[src/rtl/bmp_pkg.sv]
// Shared constants and FSM encoding for the BMP image streamer.
package bmp_pkg;

    localparam int BYTE_WIDTH_DEF     = 8;
    localparam int ADDR_WIDTH_DEF     = 20;
    localparam int BMP_TOTAL_SIZE_DEF = 786486;

    // "BM" signature at the start of every BMP file
    localparam logic [7:0] BMP_MAGIC0 = 8'h42;
    localparam logic [7:0] BMP_MAGIC1 = 8'h4D;

    // Read data buffer depth (occupancy plus in-flight reads never exceeds this)
    localparam int FIFO_DEPTH = 2;

    typedef enum logic [1:0] {
        ST_IDLE   = 2'd0,
        ST_STREAM = 2'd1,
        ST_DRAIN  = 2'd2,
        ST_DONE   = 2'd3
    } bmp_state_e;

endpackage

[src/rtl/bmp_byte_fifo.sv]
// Two-entry byte FIFO with occupancy count; push and pop may share a cycle.
module bmp_byte_fifo #(
    parameter int WIDTH = 8
) (
    input  logic             clk,
    input  logic             rst,
    input  logic             push,
    input  logic [WIDTH-1:0] push_data,
    input  logic             pop,
    output logic [WIDTH-1:0] head,
    output logic [1:0]       count
);

    logic [WIDTH-1:0] mem [2];
    logic             wr_ptr;
    logic             rd_ptr;
    logic             push_ok;
    logic             pop_ok;

    // A push into a full FIFO is only legal when a pop frees a slot the same cycle
    assign push_ok = push && ((count != 2'd2) || pop);
    assign pop_ok  = pop && (count != 2'd0);
    assign head    = mem[rd_ptr];

    // Storage, pointers and occupancy update
    always_ff @(posedge clk) begin
        if (rst) begin
            mem[0] <= '0;
            mem[1] <= '0;
            wr_ptr <= 1'b0;
            rd_ptr <= 1'b0;
            count  <= 2'd0;
        end else begin
            if (push_ok) begin
                mem[wr_ptr] <= push_data;
                wr_ptr      <= ~wr_ptr;
            end
            if (pop_ok) begin
                rd_ptr <= ~rd_ptr;
            end
            count <= count + 2'(push_ok) - 2'(pop_ok);
        end
    end

endmodule

[src/rtl/store_bmp.sv]
// Streams a buffered BMP image from a single-port byte RAM onto a valid/ready
// byte stream, checking the "BM" signature and the file-size header field.
module store_bmp
    import bmp_pkg::*;
#(
    parameter int BYTE_WIDTH     = BYTE_WIDTH_DEF,
    parameter int ADDR_WIDTH     = ADDR_WIDTH_DEF,
    parameter int BMP_TOTAL_SIZE = BMP_TOTAL_SIZE_DEF
) (
    input  logic                  clk,
    input  logic                  rst,
    input  logic                  start,
    output logic                  RAM_ren,
    output logic                  RAM_wen,
    output logic [ADDR_WIDTH-1:0] RAM_addr,
    input  logic [BYTE_WIDTH-1:0] RAM_out,
    output logic                  out_valid,
    output logic [BYTE_WIDTH-1:0] out_data,
    input  logic                  out_ready,
    output logic                  busy,
    output logic                  done,
    output logic                  hdr_err,
    output logic                  size_err,
    output bmp_state_e            fsm_state
);

    // Stream handshake: a byte moves when out_valid and out_ready are both high
    // at a rising edge; while out_valid is high and out_ready low, out_valid and
    // out_data hold their values until the transfer happens.

    localparam logic [ADDR_WIDTH-1:0] LAST_ADDR = ADDR_WIDTH'(BMP_TOTAL_SIZE - 1);
    localparam logic [31:0]           LAST_IDX  = 32'(BMP_TOTAL_SIZE - 1);
    localparam logic [31:0]           SIZE_WORD = 32'(BMP_TOTAL_SIZE);

    bmp_state_e            state;
    bmp_state_e            state_n;
    logic [ADDR_WIDTH-1:0] rd_addr;
    logic                  in_flight;
    logic [1:0]            fifo_count;
    logic [2:0]            pending;
    logic                  pop;
    logic                  ren;
    logic                  start_ok;
    logic                  last_read;
    logic                  last_xfer;
    logic [31:0]           xfer_cnt;
    logic [7:0]            hdr_byte;
    logic                  hdr_bad;
    logic                  hdr_bad_n;
    logic [31:0]           size_field;
    logic [31:0]           size_n;

    bmp_byte_fifo #(
        .WIDTH (BYTE_WIDTH)
    ) u_fifo (
        .clk       (clk),
        .rst       (rst),
        .push      (in_flight),
        .push_data (RAM_out),
        .pop       (pop),
        .head      (out_data),
        .count     (fifo_count)
    );

    assign out_valid = (fifo_count != 2'd0);
    assign pop       = out_valid && out_ready;
    assign last_read = (rd_addr == LAST_ADDR);
    assign last_xfer = pop && (xfer_cnt == LAST_IDX);
    assign hdr_byte  = 8'(out_data);

    // Bytes already committed to the buffer, minus the one leaving this cycle.
    // Counting the departing byte as free is what sustains one byte per cycle.
    assign pending = 3'(fifo_count) + 3'(in_flight) - 3'(pop);

    assign RAM_ren   = ren;
    assign RAM_wen   = 1'b0;
    assign RAM_addr  = rd_addr;
    assign busy      = (state == ST_STREAM) || (state == ST_DRAIN);
    assign done      = (state == ST_DONE);
    assign fsm_state = state;

    // FSM state register
    always_ff @(posedge clk) begin
        if (rst) begin
            state <= ST_IDLE;
        end else begin
            state <= state_n;
        end
    end

    // Next state, start acceptance and RAM read issue
    always_comb begin
        state_n  = state;
        ren      = 1'b0;
        start_ok = 1'b0;
        case (state)
            ST_IDLE: begin
                if (start) begin
                    start_ok = 1'b1;
                    state_n  = ST_STREAM;
                end
            end
            ST_STREAM: begin
                if (pending < 3'(FIFO_DEPTH)) begin
                    ren = 1'b1;
                    if (last_read) begin
                        state_n = ST_DRAIN;
                    end
                end
            end
            ST_DRAIN: begin
                if (last_xfer) begin
                    state_n = ST_DONE;
                end
            end
            ST_DONE: begin
                if (start) begin
                    start_ok = 1'b1;
                    state_n  = ST_STREAM;
                end
            end
            default: state_n = ST_IDLE;
        endcase
    end

    // Read address and in-flight tracking; a reset drops any returning datum
    always_ff @(posedge clk) begin
        if (rst) begin
            rd_addr   <= '0;
            in_flight <= 1'b0;
        end else begin
            in_flight <= ren;
            if (start_ok) begin
                rd_addr <= '0;
            end else if (ren && !last_read) begin
                rd_addr <= rd_addr + 1'b1;
            end
        end
    end

    // Header inspection of the byte leaving the stream this cycle
    always_comb begin
        hdr_bad_n = hdr_bad;
        size_n    = size_field;
        if (pop && (xfer_cnt < 32'd6)) begin
            case (xfer_cnt[2:0])
                3'd0:    hdr_bad_n = hdr_bad | (hdr_byte != BMP_MAGIC0);
                3'd1:    hdr_bad_n = hdr_bad | (hdr_byte != BMP_MAGIC1);
                3'd2:    size_n[7:0]   = hdr_byte;
                3'd3:    size_n[15:8]  = hdr_byte;
                3'd4:    size_n[23:16] = hdr_byte;
                3'd5:    size_n[31:24] = hdr_byte;
                default: size_n = size_field;
            endcase
        end
    end

    // Transfer count, header accumulation and error flags published at the end
    always_ff @(posedge clk) begin
        if (rst || start_ok) begin
            xfer_cnt   <= '0;
            hdr_bad    <= 1'b0;
            size_field <= '0;
            hdr_err    <= 1'b0;
            size_err   <= 1'b0;
        end else begin
            hdr_bad    <= hdr_bad_n;
            size_field <= size_n;
            if (pop) begin
                xfer_cnt <= xfer_cnt + 32'd1;
            end
            // Images shorter than the header cannot carry a valid signature or size
            if (last_xfer) begin
                hdr_err  <= hdr_bad_n | (BMP_TOTAL_SIZE < 2);
                size_err <= (BMP_TOTAL_SIZE < 6) | (size_n != SIZE_WORD);
            end
        end
    end

endmodule

[config.mk]
export PLATFORM = sky130hd
export DESIGN_NAME = store_bmp
export DESIGN_NICKNAME = d
export VERILOG_FILES = /design/src/rtl/bmp_pkg.sv /design/src/rtl/bmp_byte_fifo.sv /design/src/rtl/store_bmp.sv
export SDC_FILE = /design/constraint.sdc
export NUM_CORES = 1
export LEC_CHECK = 0
export CAP_MARGIN = 30
export CORE_ASPECT_RATIO = 0.8
export CORE_MARGIN = 2
export CORE_UTILIZATION = 42
export CTS_CLUSTER_SIZE = 12
export DETAILED_ROUTE_END_ITERATION = 12
export PLACE_DENSITY_LB_ADDON = 0.05
export SLEW_MARGIN = 20
export SYNTH_ARGS = -nofsm -noshare
export SYNTH_HDL_FRONTEND = slang
export SYNTH_SLANG_ARGS = --single-unit
[constraint.sdc]
create_clock -name clk -period 3.45 [get_ports clk]
set_input_delay 0.345 -clock clk [delete_from_list [all_inputs] [get_ports clk]]
set_output_delay 0.345 -clock clk [all_outputs]
set_load 0.01 [all_outputs]
==> summary.txt <==
status: finished, final reports clean
crit path DAT: 2750 ps
Final period util: 89.6%
top area cells in the synthesized netlist: dfxtp_1 (36%), edfxtp_1 (9.2%), nor2_1 (7.7%)
Async S/R FF share, synth: 0%
Mapped Area: 5230 um^2
worst-margin pin slew: 843 ps
share of cells above drive strength 1: 7.29%
routability cong.: 0.774
crit path launch type: primary input
Worst-path clk slew: 70 ps
Worst VDD drop: 365 uV
Most used DFF post-synth: dfxtp_1
initial antenna violation count: 0
unrepaired setup endpoints after global routing: false
Power Total: 3.50 mW
CTS sink count: 111
total grt overflow: 0
clk_lat worst skew: 360 ps
Seq/Total Area, Yosys: 45.6%
fmax: 0.323 GHz
IO buf count: 47
synth unique cells: 50
DR vias: 4072
RR Startpoint: u_fifo.count[1]$_SDFF_PP0_
overall routed net length: 11800 um
Mapped Avg Cell Area: 9.09 um^2
worst hold path endpoint: size_field[24]$_SDFF_PP0_
CP Max Fanout: 4
Pins Over Slew Limit: 0
Core ar.: 12200 um^2
Power per Cell Area: 562 nW/um^2
initial core utilization: 43.0%
Reg2Reg Setup Slack: 560 ps
Row Count: 36
synth warn: 0
Hold Buf Count CTS: 0
DIE HEIGHT: 104 um
Post-DP HPWL: 8270 um
largest net degree at the start of global routing: 45
TritonRoute pass-1 iters: 4
Worst Clk Skew: 8.44 ps
FF+latch count, synth: 111
Ports: 49
number of synthesized flops with an enable pin: 16
DR WL/cell: 15.0 um
CTS root buffer: clkbuf_16
TritonCTS clock tree: built
CP Class: in -> out
total CTS buffers: 9
area leader, netlist: dfxtp_1
endpoint class of the critical path: output pin
cts repair resizes: 0
leak pwr: 2.31 nW
# Max-Cap Violations: 0
antenna-violating nets left: 0
capturing point of the worst reg2reg path: RAM_addr[17]$_SDFFE_PP0P_
number of global-route vias before repair: 3907
Tot GR Track Use: 18.8%
Slew HR: 43.7%
worst hold start: size_field[24]$_SDFF_PP0_
area share of the largest cell type after synthesis: 36.4%
syn nets: 602
Final #Nets: 653
Hold Fails Final Rpt: 0
diode count: 0
fill count: 1142
worst path required time: 3110 ps
Die W: 129 um
first-pass GRT wire length: 19700 um
postcts setup bufs: 0
Worst Reg-to-Reg Cells: 13
1st-iter DRT viols: 215
Total Neg Setup Slack: 0 ps
CTS Buffer Depth: 2
Area growth syn-to-layout: 19.2%
total die area: 13400 um^2
cells after synthesis: 575
Vias per Instance: 5.20
worst min path class: reg -> reg
hold path depth: 2
H-tree depth: 3
Final setup viols: 0
Remaining DRCs: 0
Tmin final: 3090 ps
Yosys cell counts, types with 2 or more instances:
cell type  count
and2_1        21
ha_1          14
xnor2_1       24
and4_1         5
edfxtp_1      16
o21a_1         2
mux2_2         6
nand3_1       17
or4_1          2
o221ai_1       2
a21oi_1       21
mux2i_1       25
or3_1          3
nor4_1        17
dfxtp_1       95
nand2_1       39
o21ai_0        5
o31ai_1        3
or2_2          4
nor4b_1        3
inv_1         24
nor2_1       107
buf_2          6
clkbuf_1      13
a211oi_1       6
nand4_1       21
xor2_1        27
nor3_1        14
nor3b_1        2
nor4_2         2
nor2b_1        5
and3_1         6
worst max path at each step:
| stage | to | slack (ps) | from |
|---|---|---|---|
| floorplan | RAM_addr[18]$_SDFFE_PP0P_ | 390 | u_fifo.count[1]$_SDFF_PP0_ |
| global placement | RAM_addr[11]$_SDFFE_PP0P_ | 300 | out_ready |
| detailed placement | RAM_addr[18]$_SDFFE_PP0P_ | 200 | out_ready |
| CTS | RAM_ren | 330 | u_fifo.count[1]$_SDFF_PP0_ |
| global route | RAM_ren | 150 | u_fifo.count[1]$_SDFF_PP0_ |
| finish | RAM_ren | 360 | out_ready |
logic make-up (layout without fill, tap and decap cells):
kind of cell	count (synthesis)	in the layout	synth area share [%]
buffers and inverters	45	101	3.45
adder cells (fa/ha/maj)	15	15	3.73
AO/OA/AOI/OAI	45	45	5.41
XOR/XNOR	51	51	8.55
AND/OR/NAND/NOR	276	276	27.1
multiplexers	31	31	6.08
flip-flops	111	111	45.6
other	1	1	0.0718
registers in the layout (all words and copies together) (netlist names), named ones only:
signal         cells
RAM_addr          20
xfer_cnt          32
fsm_state          2
u_fifo.wr_ptr      1
size_err           1
hdr_err            1
u_fifo.count       2
in_flight          1
u_fifo.mem        16
size_field        32
hdr_bad            1
u_fifo.rd_ptr      1
through the flow:
stage | utilization, % | hold slack [ps] | cells | setup WS [ps] | instance area, um^2
floorplan | - | 432 | 575 | 394 | 5230
global placement | 48.6 | 439 | 767 | 305 | 5920
detailed placement | 48.6 | 451 | 767 | 199 | 5920
CTS | 51.2 | 464 | 783 | 330 | 6230
global route | 51.2 | 475 | 783 | 146 | 6230
finish | 51.2 | 462 | 783 | 358 | 6230
critical path, stage by stage:
cell and delay, ps:
clkdlybuf4s50_1 480, o21a_1 160, ha_1 230, inv_1 80, nand2_1 70, fa_1 380
xnor2_1 180, and3_1 250, clkdlybuf4s50_1 570
placed cells by master, fill, tap and decap left out, types with 3 or more instances in the layout:
| master | n |
|---|---|
| o21ai_0 | 5 |
| nand2_1 | 39 |
| xor2_1 | 27 |
| nand3_1 | 17 |
| ha_1 | 14 |
| mux2i_1 | 25 |
| clkdlybuf4s50_1 | 47 |
| or2_2 | 4 |
| inv_1 | 24 |
| dfxtp_1 | 95 |
| nor2_1 | 107 |
| and4_1 | 5 |
| mux2_2 | 6 |
| xnor2_1 | 24 |
| nor3_1 | 14 |
| a21oi_1 | 21 |
| o31ai_1 | 3 |
| and2_1 | 21 |
| clkbuf_16 | 9 |
| a211oi_1 | 6 |
| buf_4 | 13 |
| nor4b_1 | 3 |
| nand4_1 | 21 |
| nor4_1 | 17 |
| or3_1 | 3 |
| nor2b_1 | 5 |
| edfxtp_1 | 16 |
| and3_1 | 6 |
cell type report:
type / count / area, um^2 / area share, %
flip-flops and latches: 111 / 2380 / 38.2
clock buffers: 11 / 233 / 3.74
inverters: 24 / 90.1 / 1.45
repair buffers: 61 / 588 / 9.44
multi-input cells: 419 / 2670 / 42.8
well taps: 152 / 190 / 3.05
clock inverters: 5 / 81.3 / 1.31
where the power goes:
group / internal, mW / switching, mW / total, mW / leakage (nW)
sequential: 1.39 / 0.0812 / 1.47 / 0.932
combinational: 0.392 / 0.520 / 0.913 / 1.23
clock: 0.639 / 0.478 / 1.12 / 0.150
total: 2.42 / 1.08 / 3.50 / 2.31
metal layers:
| layer | up-vias | part of all wire [%] | GRT usage, % |
|---|---|---|---|
| li1 | 2079 | - | - |
| met1 | 1919 | 52 | 26.4 |
| met2 | 64 | 43 | 27.8 |
| met3 | 10 | 3.8 | 5.32 |
| met4 | 0 | 1.3 | 5.98 |
| met5 | - | 0 | 0 |
Note: power is estimated with default switching activity, not from simulation.
